--- config.mk ---
export PLATFORM = sky130hd
export DESIGN_NAME = regfile_ctrl
export DESIGN_NICKNAME = d
export VERILOG_FILES = /design/src/rtl/regfile_ctrl_pkg.sv /design/src/rtl/regfile_ctrl.sv
export SDC_FILE = /design/constraint.sdc
export NUM_CORES = 1
export LEC_CHECK = 0
export CAP_MARGIN = 20
export CORE_UTILIZATION = 41
export CTS_CLUSTER_DIAMETER = 80
export CTS_CLUSTER_SIZE = 40
export DETAILED_ROUTE_END_ITERATION = 7
export GPL_TIMING_DRIVEN = 0
export HOLD_SLACK_MARGIN = 0.03
export MAX_ROUTING_LAYER = met4
export PLACE_DENSITY = 0.65
export SYNTH_ARGS = -nofsm -noshare
export SYNTH_HDL_FRONTEND = slang
export SYNTH_SLANG_ARGS = --single-unit
--- constraint.sdc ---
create_clock -name clk -period 3.27 [get_ports clk]
set_clock_uncertainty 0.2 [all_clocks]
set_input_delay 0.654 -clock clk [delete_from_list [all_inputs] [get_ports clk]]
set_output_delay 0.654 -clock clk [all_outputs]
set_load 0.01 [all_outputs]
--- src/rtl/regfile_ctrl_pkg.sv ---
// Shared encodings and widths for the register-file command sequencer.
// Imported by the controller and by anything that decodes its opcodes.
package regfile_ctrl_pkg;

  localparam int RF_N = 16;
  localparam int RF_K = 3;

  typedef enum logic [1:0] {
    OP_LOAD = 2'b00,
    OP_READ = 2'b01,
    OP_MOVE = 2'b10,
    OP_SWAP = 2'b11
  } op_t;

  typedef enum logic [2:0] {
    IDLE = 3'd0,
    RD_A = 3'd1,
    RD_B = 3'd2,
    WR_A = 3'd3,
    WR_B = 3'd4,
    RESP = 3'd5
  } state_t;

endpackage

--- src/rtl/regfile_ctrl.sv ---
// Register-file command sequencer: turns LOAD/READ/MOVE/SWAP commands into
// multi-cycle read/write sequences on the raw port and returns one result word.
module regfile_ctrl
  import regfile_ctrl_pkg::*;
#(
  parameter int n = RF_N,
  parameter int k = RF_K
) (
  input  logic         clk,
  input  logic         rst_n,
  input  logic         cmd_valid,
  output logic         cmd_ready,
  input  logic [1:0]   cmd_op,
  input  logic [k-1:0] cmd_rd,
  input  logic [k-1:0] cmd_rs,
  input  logic [n-1:0] cmd_imm,
  output logic         rsp_valid,
  input  logic         rsp_ready,
  output logic [n-1:0] rsp_data,
  output logic         busy,
  output logic [n-1:0] rf_data_in,
  output logic [k-1:0] rf_writenum,
  output logic         rf_write,
  output logic [k-1:0] rf_readnum,
  input  logic [n-1:0] rf_data_out
);

  state_t       state_q, state_d;
  op_t          op_q;
  logic [k-1:0] rd_q, rs_q;
  logic [n-1:0] imm_q, tmp_a, tmp_b;

  // NOTE: state and captured operands use non-blocking assignments so every
  // flop samples pre-edge values regardless of statement order.
  always_ff @(posedge clk or negedge rst_n) begin
    if (!rst_n) begin
      state_q <= IDLE;
      op_q    <= OP_LOAD;
      rd_q    <= '0;
      rs_q    <= '0;
      imm_q   <= '0;
      tmp_a   <= '0;
      tmp_b   <= '0;
    end else begin
      state_q <= state_d;
      if (cmd_valid && cmd_ready) begin
        op_q  <= op_t'(cmd_op);
        rd_q  <= cmd_rd;
        rs_q  <= cmd_rs;
        imm_q <= cmd_imm;
      end
      if (state_q == RD_A) tmp_a <= rf_data_out;
      if (state_q == RD_B) tmp_b <= rf_data_out;
    end
  end

  // NOTE: every output and state_d gets a default before the case so no
  // path through the block leaves a value unassigned (no latches).
  always_comb begin
    state_d     = state_q;
    cmd_ready   = 1'b0;
    rsp_valid   = 1'b0;
    rsp_data    = '0;
    rf_write    = 1'b0;
    rf_writenum = '0;
    rf_readnum  = '0;
    rf_data_in  = '0;
    case (state_q)
      IDLE: begin
        cmd_ready = 1'b1;
        if (cmd_valid) state_d = (op_t'(cmd_op) == OP_LOAD) ? WR_A : RD_A;
      end
      RD_A: begin
        rf_readnum = rs_q;
        case (op_q)
          OP_READ: state_d = RESP;
          OP_MOVE: state_d = WR_A;
          default: state_d = RD_B;
        endcase
      end
      RD_B: begin
        rf_readnum = rd_q;
        state_d    = WR_A;
      end
      WR_A: begin
        rf_write    = 1'b1;
        rf_writenum = rd_q;
        rf_data_in  = (op_q == OP_LOAD) ? imm_q : tmp_a;
        state_d     = (op_q == OP_SWAP) ? WR_B : RESP;
      end
      WR_B: begin
        rf_write    = 1'b1;
        rf_writenum = rs_q;
        rf_data_in  = tmp_b;
        state_d     = RESP;
      end
      RESP: begin
        rsp_valid = 1'b1;
        // SWAP returns the old Rd, which was parked in tmp_b
        if (op_q == OP_LOAD)      rsp_data = imm_q;
        else if (op_q == OP_SWAP) rsp_data = tmp_b;
        else                      rsp_data = tmp_a;
        if (rsp_ready) state_d = IDLE;
      end
      default: state_d = IDLE;
    endcase
  end

  assign busy = (state_q != IDLE);

endmodule

==> results summary, run 1 <==
The floorplan die width came out at around 90 um. Of the total power, the share spent switching nets is 0.358. The pin slew with the least headroom to its limit came out at between 0.6 and 0.7 ns.

The global-route wire length before repair came out at 13,500 um. Yosys instantiated no cell more often than sky130_fd_sc_hd__dfrtp_1. CTS built an H-tree with a depth of 3. In this run the cell area measured after placement is between 4000 and 5000 um2.

The initial antenna violation count is 0. Power spread over the standard cell area amounts to 1000 nW/um2. The synthesized area is around 3400 um2.

The arithmetic-cell share of the synthesized area counting full adders, half adders and majority gates came out at 0.0111. Setup repair after global routing could not meet its margin everywhere. The count of boundary I/O pins is 86. The share of total power dissipated in combinational logic is 0.543. The number of buffers added on ports came out at 85.

The relative contribution of sequential cells to total power is 0.305. In the synthesized netlist the dominant register cell turns out to be sky130_fd_sc_hd__dfrtp_1. The clock network fraction of design power is 0.152. The DRC violation total after the first TritonRoute iteration is 91. The clock latency of the later-clocked register in the worst-skew pair is about 0.34 ns. The count of synthesis-stage warnings from yosys came out at 0. Ranked by total cell area, the synthesized netlist is headed by sky130_fd_sc_hd__dfrtp_1 (44%), sky130_fd_sc_hd__mux2_4 (14%), sky130_fd_sc_hd__mux2i_1 (9.5%).

The maximum number of pins on one net before global-route repair is 33. After floorplanning, the core was sized to cover 7850 um2. STA puts the critical path data required time at 2.42 ns. The maximum clock rate is ~0.32 GHz. The count of flip-flops with a built-in enable after synthesis is 0. The maximum fanout along the worst path is 10. The wire length on met3 came out at around 520 um. The proportion of netlist area held by the largest area contributor came out at 0.437. After global routing the overflow that remains totals 0.

The signal on the critical path passes through inv_1 > ha_1 > buf_2 > mux2i_1 > o21ai_0 > clkdlybuf4s50_1. The initial core utilization is 0.430. The wire length after detailed routing is between 8000 and 9000 um. The die height came out at around 90 um. The number of global-route vias before repair was 2,629. The complex-gate fraction of the synthesized area came to 0.0793. The post-synthesis register bit count is around 60.

The clock-pin slew on the worst setup and hold paths came out at 0.07 ns. The final weighted congestion of routability-driven global placement is 0.737. The post-synthesis async set-or-reset flop share is 1.00. The sum of routed wire segments on met1 is approximately 3800 um. The cell sitting at the root of the clock tree is a sky130_fd_sc_hd__clkbuf_8. After synthesis, the most frequently instantiated cells are sky130_fd_sc_hd__dfrtp_1 (59), sky130_fd_sc_hd__o21ai_0 (34), sky130_fd_sc_hd__nand2_1 (33). The simple-gate share of the synthesized area came out at 0.101. Signal routing reaches up to met4. The largest individual stage delay along the critical path comes from the cell sky130_fd_sc_hd__clkdlybuf4s50_1.

The repair_antennas step left the layout with diodes totalling 0. For the final routed database, the setup TNS stands at 0 ns. The global routing usage summed across all routing layers came out at 0.218.

The number of max-slew violations in the final report was 0. The largest total area in the synthesized netlist belongs to sky130_fd_sc_hd__dfrtp_1. STA puts the critical path data arrival time at roughly 2.3 ns. The total met2 wirelength after detailed routing came out at 4090 um. Internal power comes to 0.00298 W. TritonCTS built the clock tree. The routed length per instance came out at roughly 17 um. The number of violations of the max-capacitance limit is 0. The number of setup violations in the final report is 0. The net count after synthesis is around 330. Measured against the total synthesized area, the mux share comes to 0.314. The detailed router placed 2,487 vias in this run. The xor and xnor fraction of the mapped netlist area is 0. The type of the most critical hold path is input port to asynchronous set/reset pin. The detail-routed via count per cell is 5.12. The largest family of logic cells by synthesized area is multiplexers.

Summed over all nets, the switching power comes to roughly 0.0017 W. The run finished with clean final reports. The number of clock sinks is a little under 60. The number of placement rows came out at 32. The endpoint class of the critical path is a primary output. The post-route clock period utilization is 0.960. After technology mapping, the gate count stands at ~280. Across the VDD grid, the largest voltage drop is 0.475 mV. The total number of nets in the final design came out at about 430.

STA classifies the critical path startpoint as a flip-flop. The sequential cell area fraction in the yosys report came out at 0.437. The maximum single-stage delay on the critical path came out at 0.60 ns. The worst pin sits at a relative slew slack of 0.534. The post-route antenna net violation count came out at 0. The number of detailed-routing iterations run before antenna repair is 4. The finished layout cell area is approximately 4600 um2. The number of different library cells used by synthesis comes to 33. The area growth from synthesis to final layout is 37.3%. The proportion of layout cells with a drive suffix above 1 is 0.266. Clock tree synthesis inserted a total of 9 buffers.

The analysis attributes to cell leakage a power of roughly 2.0 nW. The deepest clock path buffer count is 2. The die covers roughly 8600 um2. The final count of hold timing violations was 0. The detailed-placement wirelength estimate came out at a little under 6000 um. The final critical-path required period came out at roughly 3.1 ns.

A synthesized cell averages 12.0 um2. The number of fillers in the final layout came out at between 600 and 700. The category of the critical setup timing path is flip-flop to primary output. In the routed design, unresolved DRC markers number 0.
[cells by family after synthesis]
family	after synthesis
buf+inv	24
mux	87
compound gates	46
fa+ha+maj	3
flops	59
simple gates	62
[sequential cells by signal, summed over array words and instances, names as in the netlist]
| register | flops |
|---|---|
| imm_q | 16 |
| op_q | 2 |
| rd_q | 3 |
| rs_q | 3 |
| state_q | 3 |
| tmp_a | 16 |
| tmp_b | 16 |
[layout by cell type, fill, tap and decap left out, drive strengths merged]
master and n:
a211oi 1, a21o 1, a21oi 1, a222oi 1, a22o 6, and2 16
and3b 2, buf 18, bufinv 1, clkbuf 17, clkdlybuf4s50 83, clkinv 2
clkinvlp 1, dfrtp 59, dlymetal6s2s 1, ha 3, inv 4, mux2 55
mux2i 32, nand2 33, nand3 2, nand3b 1, nor2 2, nor3 2
nor3b 3, o21a 1, o21ai 34, o31ai 1, or2 1
[critical path: cells and delay by family, from the launching register on]
kind            cells  cell delay (ns)
fa+ha+maj           1             0.20
flops               1             0.38
mux                 1             0.12
buf+inv             3             0.98
compound gates      1             0.27
[per-layer routing]
metal	vias to the layer above	track usage
li1	1190	-
met1	1211	0.268
met2	76	0.346
met3	10	0.0649
met4	0	0.0667
met5	-	-
[final timing paths]
kind / cells past startpoint / endpoint / slack, ns / from
worst max register to register: 5 / imm_q[5]$_DFFE_PN0P_ / 1.40 / state_q[1]$_DFFE_PN0P_
max in group asynchronous: 2 / tmp_b[11]$_DFFE_PN0N_ / 2.10 / rst_n
worst max-delay path: 6 / rf_data_in[0] / 0.13 / op_q[1]$_DFFE_PN0P_
worst min-delay path: 1 / tmp_a[5]$_DFFE_PN0N_ / 0.15 / rst_n
min in group clk: 1 / tmp_a[10]$_DFFE_PN0N_ / 0.33 / tmp_a[10]$_DFFE_PN0N_
worst min register to register: 1 / tmp_a[10]$_DFFE_PN0N_ / 0.33 / tmp_a[10]$_DFFE_PN0N_
[what timing repair did]
| action | CTS | global route |
|---|---|---|
| endpoints found under the setup margin | 23 | 30 |
| buffers inserted | 0 | 1 |
| hold buffers | 0 | 0 |
| resized for setup | 6 | 17 |
[per-stage QoR]
stage / setup slack, ns / cells / power, W / hold slack [ns] / util
finish: 0.130 / 486 / 0.00464 / 0.152 / 0.591
global route: -0.0304 / 486 / 0.00494 / 0.185 / 0.591
CTS: 0.0103 / 485 / 0.00464 / 0.156 / 0.586
detailed placement: 0.189 / 469 / 0.00389 / 0.322 / 0.557
global placement: -0.668 / 468 / 0.00383 / 0.316 / 0.555
floorplan: 0.985 / 281 / 0.00301 / 0.158 / -
[area by class of cell]
type | instances | area, um2 | area share
multi-input cells | 198 | 1710 | 0.370
clock inverters | 4 | 47.5 | 0.0103
plain buffers | 20 | 215 | 0.0464
flip-flops and latches | 59 | 1480 | 0.318
inverters | 4 | 15.0 | 0.00324
repair buffers | 87 | 876 | 0.189
clock buffers | 12 | 165 | 0.0356
well taps | 102 | 128 | 0.0275
[power groups by stage]
stage	Sequential [W]	Combinational, W	Clock (W)
after global placement	0.00141	0.00242	0
final	0.00142	0.00252	0.000706
after CTS	0.00141	0.00250	0.000722
after detailed placement	0.00142	0.00247	0
after floorplan	0.00134	0.00167	0
after global routing	0.00147	0.00272	0.000756
Note: power is estimated with default switching activity, not from simulation.
==> run 2: changes to the inputs <==
ABC_CLOCK_PERIOD_IN_PS = 3270   (was unset)
REMOVE_ABC_BUFFERS = 1   (was unset)
==> run 2 against run 1 <==
- flip-flop and latch count did not move
- sequential power rose by 4%
- power fell by 2.4%
- register-to-register slack got worse by 0.33 ns
- die area did not move
- global-route usage fell by 1.8 points
- final area fell by 1.3%
- largest cell class unchanged
==> results summary, run 2 (synthesis gave the netlist of run 1 again) <==
The flow ran to the end, and the final reports show no timing, DRC or antenna violations. The maximum number of pins on one net before global-route repair came out at 32. In this run, the number of DRC markers left after iteration 0 of detailed routing was between 70 and 80.

The most frequent standard cell in the layout excluding fill and tap cells is sky130_fd_sc_hd__clkdlybuf4s50_1. The worst setup path is captured at a primary output. The CTS buffer count came out at 9. The finished layout cell area came out at ~4600 um2.

The number of buffers added on ports is 85. The data arrival time of the critical path is ~2.3 ns. The global routing usage summed across all routing layers came out at 0.200.

The count of vias placed by the detailed router is roughly 2,400. The final critical-path required period came out at roughly 3.1 ns. The number of buffers inserted by hold repair at cts is 0. STA classifies the critical path startpoint as a flip-flop. The detailed-placement wirelength estimate came out at ~5300 um. After detailed routing, the total wire length is ~8000 um.

The number of fillers in the final layout is just under 700. The largest registers in the layout are imm_q x16, tmp_a x16, tmp_b x16. The last element of the critical path is rf_data_in[14]. The count of boundary I/O pins is 86. The min-delay analysis places its worst path in the category input port to asynchronous set/reset pin.

The proportion of layout cells with a drive suffix above 1 is 0.255. Setup total negative slack on the finished layout was measured at 0 ns. The end-of-flow core utilization is 0.583. The maximum vdd drop came out at 0.677 mV. The total overflow left after global routing is 0. The number of max-slew violations in the final report is 0. The first detailed-routing pass ran for 5 iterations. The tool flagged a number of max-cap violations equal to 0.

Of all nets on the critical path, the largest fanout is 12. The floorplan has 32 rows. The area growth from synthesis to final layout is 35.5%.

The total number of nets in the final design came out at ~420. The register-to-register setup slack is around 1.1 ns. Tracing the worst setup path back leads to its startpoint at state_q[0]$_DFFE_PN0P_. The tree is rooted in a sky130_fd_sc_hd__clkbuf_8. The die height is 92.8 um. The number of clock sinks is between 50 and 60. After floorplanning, the core was sized to cover 7850 um2.

The critical path is of the flip-flop to primary output type. The footprint of the multi-input gates is between 1500 and 2000 um2. The required time of the critical path is ~2.4 ns. The floorplan die width came out at approximately 93 um. The total power consumption of the routed design is between 0.004 and 0.005 W.

The area of the die is roughly 8600 um2. The clock latency of the later-clocked register in the worst-skew pair came out at 0.33 ns. In the layout the commonest cells are sky130_fd_sc_hd__clkdlybuf4s50_1 (84), sky130_fd_sc_hd__dfrtp_1 (58), sky130_fd_sc_hd__o21ai_0 (34). The routed length per instance came out at around 16 um. The number of antenna repair diodes came out at 0. Using the TritonRoute via totals, the vias-per-cell ratio works out to 5.09.

The number of setup violations in the final report came out at 0. The ratio of total power to cell area came out at between 900 and 1000 nW/um2. Dividing the final minimum period by the clock period gives 0.958. TritonCTS built the clock tree. The maximum clock rate is about 0.32 GHz.

The final count of hold timing violations is 0. The worst register-to-register path ends at imm_q[3]$_DFFE_PN0P_. The startpoint identified for the worst register-to-register timing path is state_q[1]$_DFFE_PN0P_. Counting along the longest clock path gives a buffer depth of 2.

The post-route antenna net violation count is 0. Clock-pin slew was measured on the worst setup and hold paths at 0.07 ns. The pin slew with the least headroom to its limit is around 0.72 ns. In this run the cell area measured after placement is 4300 um2. The global-route wire length before repair came out at between 10,000 and 15,000 um. The H-tree depth is 3. Summed over all cells, the static leakage comes to approximately 1.9 nW.

In the routed design, unresolved DRC markers number 0. The final weighted congestion of routability-driven global placement is just under 0.8. The number of cells on the worst reg-to-reg path came out at 4.

The number of global-route vias before repair was between 2,000 and 2,500. The register area is around 1500 um2. The initial antenna violation count came out at 0. The initial core utilization is 0.430. Headroom to the max-slew limit came out at 0.520. Setup repair after global routing left no endpoint under its margin.
-- run 2: cell count changes in the layout (fill, tap and decap cells not counted), sizes merged --
| cell | before | now |
|---|---|---|
| buf | 18 | 15 |
| dlymetal6s2s | 1 | 0 |
| clkdlybuf4s50 | 83 | 84 |
| clkbuf | 17 | 11 |
| clkinv | 2 | 3 |
-- run 2: repair_timing --
action,in CTS,in global routing
pin swaps,1,0
endpoints found under the setup margin,39,22
buffers inserted,7,1
cloned,0,0
resized for setup,3,2
-- run 2: how the worst min path moves through the flow --
stage                          start                endpoint  depth (start not counted)
2_1_floorplan                  rst_n    imm_q[0]$_DFFE_PN0P_                          0
3_3_place_gp    tmp_a[0]$_DFFE_PN0N_    tmp_a[0]$_DFFE_PN0N_                          1
3_5_place_dp   tmp_a[14]$_DFFE_PN0N_   tmp_a[14]$_DFFE_PN0N_                          1
4_1_cts                        rst_n  state_q[0]$_DFFE_PN0P_                          1
5_1_grt                        rst_n  state_q[0]$_DFFE_PN0P_                          1
6_report                       rst_n     rs_q[2]$_DFFE_PN0P_                          1
-- run 2: critical path: stages, from the launching register on --
cell and delay (ns):
sky130_fd_sc_hd__dfrtp_1 0.67, sky130_fd_sc_hd__nand3b_1 0.18, sky130_fd_sc_hd__buf_4 0.22, sky130_fd_sc_hd__o21ai_0 0.27, sky130_fd_sc_hd__clkdlybuf4s50_1 0.61
-- run 2: area by class of cell --
class | instances | area share
multi-input cells | 198 | 0.382
flip-flops and latches | 59 | 0.323
repair buffers | 99 | 0.222
clock buffers | 11 | 0.0309
well taps | 102 | 0.0279
clock inverters | 5 | 0.0115
inverters | 4 | 0.00328
-- run 2: power by group --
| group | internal, W | total (W) | switching (W) |
|---|---|---|---|
| logic | 0.00144 | 0.00241 | 0.000965 |
| registers | 0.00111 | 0.00147 | 0.000360 |
| clock network | 0.000369 | 0.000656 | 0.000287 |
| total | 0.00292 | 0.00453 | 0.00161 |
-- run 2: stage by stage --
step           setup slack (ns)  instances  hold WS (ns)
5_1_grt                  0.0153        478         0.232
2_1_floorplan             0.406        261         0.158
4_1_cts                 0.00304        477         0.189
6_report                  0.137        478         0.179
3_5_place_dp            -0.0408        454         0.323
3_3_place_gp              -1.31        448         0.316
-- run 2: per-layer routing --
| layer | vias up | GRT usage | wire (um) |
|---|---|---|---|
| li1 | 1170 | - | - |
| met1 | 1179 | 0.271 | 3790 |
| met2 | 73 | 0.299 | 3640 |
| met3 | 11 | 0.0361 | 325 |
| met4 | 0 | 0.0705 | 104 |
| met5 | - | - | 0 |
==> run 3: changes to the inputs <==
CAP_MARGIN = 25   (was 20)
==> run 3 against run 2 <==
- combinational power about the same
- count of clock-buffer cells in the layout up 1
- die area unchanged
- wire length up 0.37%
- maximum frequency up 0.32%
- via count up 0.99%
- final area up 1.3%
- non-clock buffer count down 1
- sequential power about the same
- worst hold slack worse by 0.010 ns
- flip-flop and latch count unchanged
- worst setup slack better by 0.010 ns
- largest cell class unchanged
- largest power group unchanged
- highest routed layer unchanged
==> results summary, run 3 (synthesis gave the netlist of run 1 again) <==
The count of vias placed by the detailed router is 2,457. The number of cells on the worst reg-to-reg path is 4. The final critical-path required period is between 3 and 4 ns. The headroom to the max-slew limit came out at 0.517.

The number of fillers in the final layout is 680. The clock-pin slew on the worst setup and hold paths is around 0.07 ns. The category of the critical setup timing path is flip-flop to primary output.

The number of setup violations in the final report came out at 0. The deepest clock path buffer count came out at 2. The first detailed-routing pass took 6 iterations. The maximum fanout along the worst path came out at 17. The global routing stage identified its most utilized layer as met2. The number of max-slew violations in the final report came out at 0. The flow ran to the end, and the final reports show no timing, DRC or antenna violations.

The clock reaches the later pin of the worst-skew pair after between 0.3 and 0.4 ns. The initial antenna violation count is 0. The area of the die came out at 8610 um2. The register-to-register setup slack is 1.07 ns. Derived from the worst setup path, the maximum achievable clock frequency is 0.320 GHz. The initial core utilization came out at 0.430. The DRC violation total after the first TritonRoute iteration came out at 101.

The routed length per instance is 16.5 um. In the post-route analysis, the smallest setup slack over all paths is between 0.1 and 0.15 ns. The post-route antenna net violation count is 0.

TritonCTS built the clock tree. For this design, the CTS-stage hold fixing added 0 buffers. The number of clock sinks came out at 59. The top cell types in the final layout, fill and taps aside, are sky130_fd_sc_hd__clkdlybuf4s50_1 (84), sky130_fd_sc_hd__dfrtp_1 (58), sky130_fd_sc_hd__o21ai_0 (34). The final global-route overflow total came out at 0. TritonCTS created 9 clock buffers.

The post-placement setup slack is -0.122 ns. For this run, design rule violations remaining after detail routing come to 0. Buffers placed on the I/O ports in this run total 85. Detailed placement finished with a half-perimeter wire length of roughly 5300 um.

The pin slew with the least headroom to its limit is 0.725 ns. The leakage power of the design came out at around 1.9 nW. The type of element launching the critical path is a flip-flop. The maximum number of pins on one net before global-route repair is 32. The area inside the core boundary is 7850 um2.

The maximum vdd drop is 0.638 mV. The launching point of the worst reg2reg path is state_q[1]$_DFFE_PN0P_. In this run the critical register-to-register path is captured at imm_q[2]$_DFFE_PN0P_. The final weighted congestion of routability-driven global placement came out at between 0.7 and 0.8.

In this run the horizontal extent of the chip is 92.8 um. The data arrival time of the critical path is ~2.3 ns. In the final layout, the registers with the most flip-flops are imm_q x16, tmp_a x16, tmp_b x16. The number of global-route vias before repair came out at around 2,500.

The area growth from synthesis to layout is 37.2%. After floorplanning, the core was divided into 32 placement rows. Measured along the y axis, the die boundary spans 92.8 um. The count of boundary I/O pins is 86. The required time of the critical path is around 2.4 ns.

The endpoint class of the critical path is a primary output. The met2 layer usage reported by global route came out at 0.300. The final count of hold timing violations is 0. The global-route wire length before repair is between 10,000 and 15,000 um. The library cell used most frequently in the layout, excluding fill and tap cells, is sky130_fd_sc_hd__clkdlybuf4s50_1. For met1 alone, demand over resource in global routing was 0.273.

Summing all placed instances gives a cell area of around 4300 um2. The worst-case hold slack is 0.169 ns. Of the cells placed in the final design, the portion with a size suffix greater than 1 is 0.256.

The total number of nets in the final design came out at ~420. The finished layout cell area came out at around 4600 um2. The detail-routed via count per cell is around 5. The total negative setup slack came out at 0 ns.

The met3 track utilization from global routing came out at 0.0575. Summed over all layers, the routed wires come to between 7000 and 8000 um. In this run the number of H-tree levels came out at 3. CTS placed an instance of sky130_fd_sc_hd__clkbuf_8 at the clock tree root.

The number of violations of the max-capacitance limit is 0. The tightest min-delay check is of the input port to asynchronous set/reset pin type. The number of antenna repair diodes came out at 0.

The ratio of total power to cell area came out at approximately 1000 nW/um2. Setup repair after global routing left no endpoint under its margin. Across every metal layer, demand over resource in global routing totals 0.204.

The post-route clock period utilization is 0.955.
run 3: changes by cell type in the layout (fill, tap and decap cells not counted), sizes merged:
cell | before | now
bufinv | 1 | 3
clkinv | 3 | 1
buf | 15 | 14
clkbuf | 11 | 12
clkinvlp | 1 | 0
run 3: timing repair:
| item | in CTS | in global routing |
|---|---|---|
| buffers inserted | 6 | 1 |
| gates resized for setup | 4 | 1 |
| endpoints found under the setup margin | 39 | 6 |
| pin swaps | 1 | 0 |
run 3: worst max path at each step:
stage,to,from
finish,rsp_data[11],state_q[0]$_DFFE_PN0P_
global route,rf_data_in[14],state_q[1]$_DFFE_PN0P_
CTS,rf_data_in[14],op_q[0]$_DFFE_PN0P_
detailed placement,rf_data_in[14],state_q[2]$_DFFE_PN0P_
global placement,rf_data_in[14],state_q[2]$_DFFE_PN0P_
floorplan,rf_writenum[0],state_q[2]$_DFFE_PN0P_
run 3: report_power, final:
group | internal [W] | switching (W) | leakage, nW
combinational | 0.00144 | 0.000965 | 1.11
clock | 0.000568 | 0.000289 | 0.133
sequential | 0.00111 | 0.000359 | 0.699
run 3: cell type report:
type	instances	area, um2	share of cell area
clock inverters	4	95.1	0.0205
clock buffers	12	165	0.0356
inverters	4	15.0	0.00324
multi-input cells	198	1750	0.377
well taps	102	128	0.0275
flip-flops and latches	59	1480	0.319
repair buffers	98	1010	0.217
run 3: metrics by stage:
stage           util  total power [W]  std cells
2_1_floorplan      -          0.00287        261
3_3_place_gp   0.532          0.00364        448
3_5_place_dp   0.548          0.00380        454
4_1_cts        0.590          0.00475        476
5_1_grt        0.591          0.00505        477
6_report       0.591          0.00473        477
run 3: critical path, stage by stage, from the launching register on:
cell	delay [ns]
sky130_fd_sc_hd__dfrtp_1	0.66
sky130_fd_sc_hd__and3b_2	0.51
sky130_fd_sc_hd__and2_1	0.22
sky130_fd_sc_hd__clkdlybuf4s50_1	0.54
run 3: per-layer routing:
metal	part of all wire	vias up
met4	0.012	0
met1	0.48	1199
met3	0.054	11
li1	-	1168
met2	0.46	79
met5	0	-
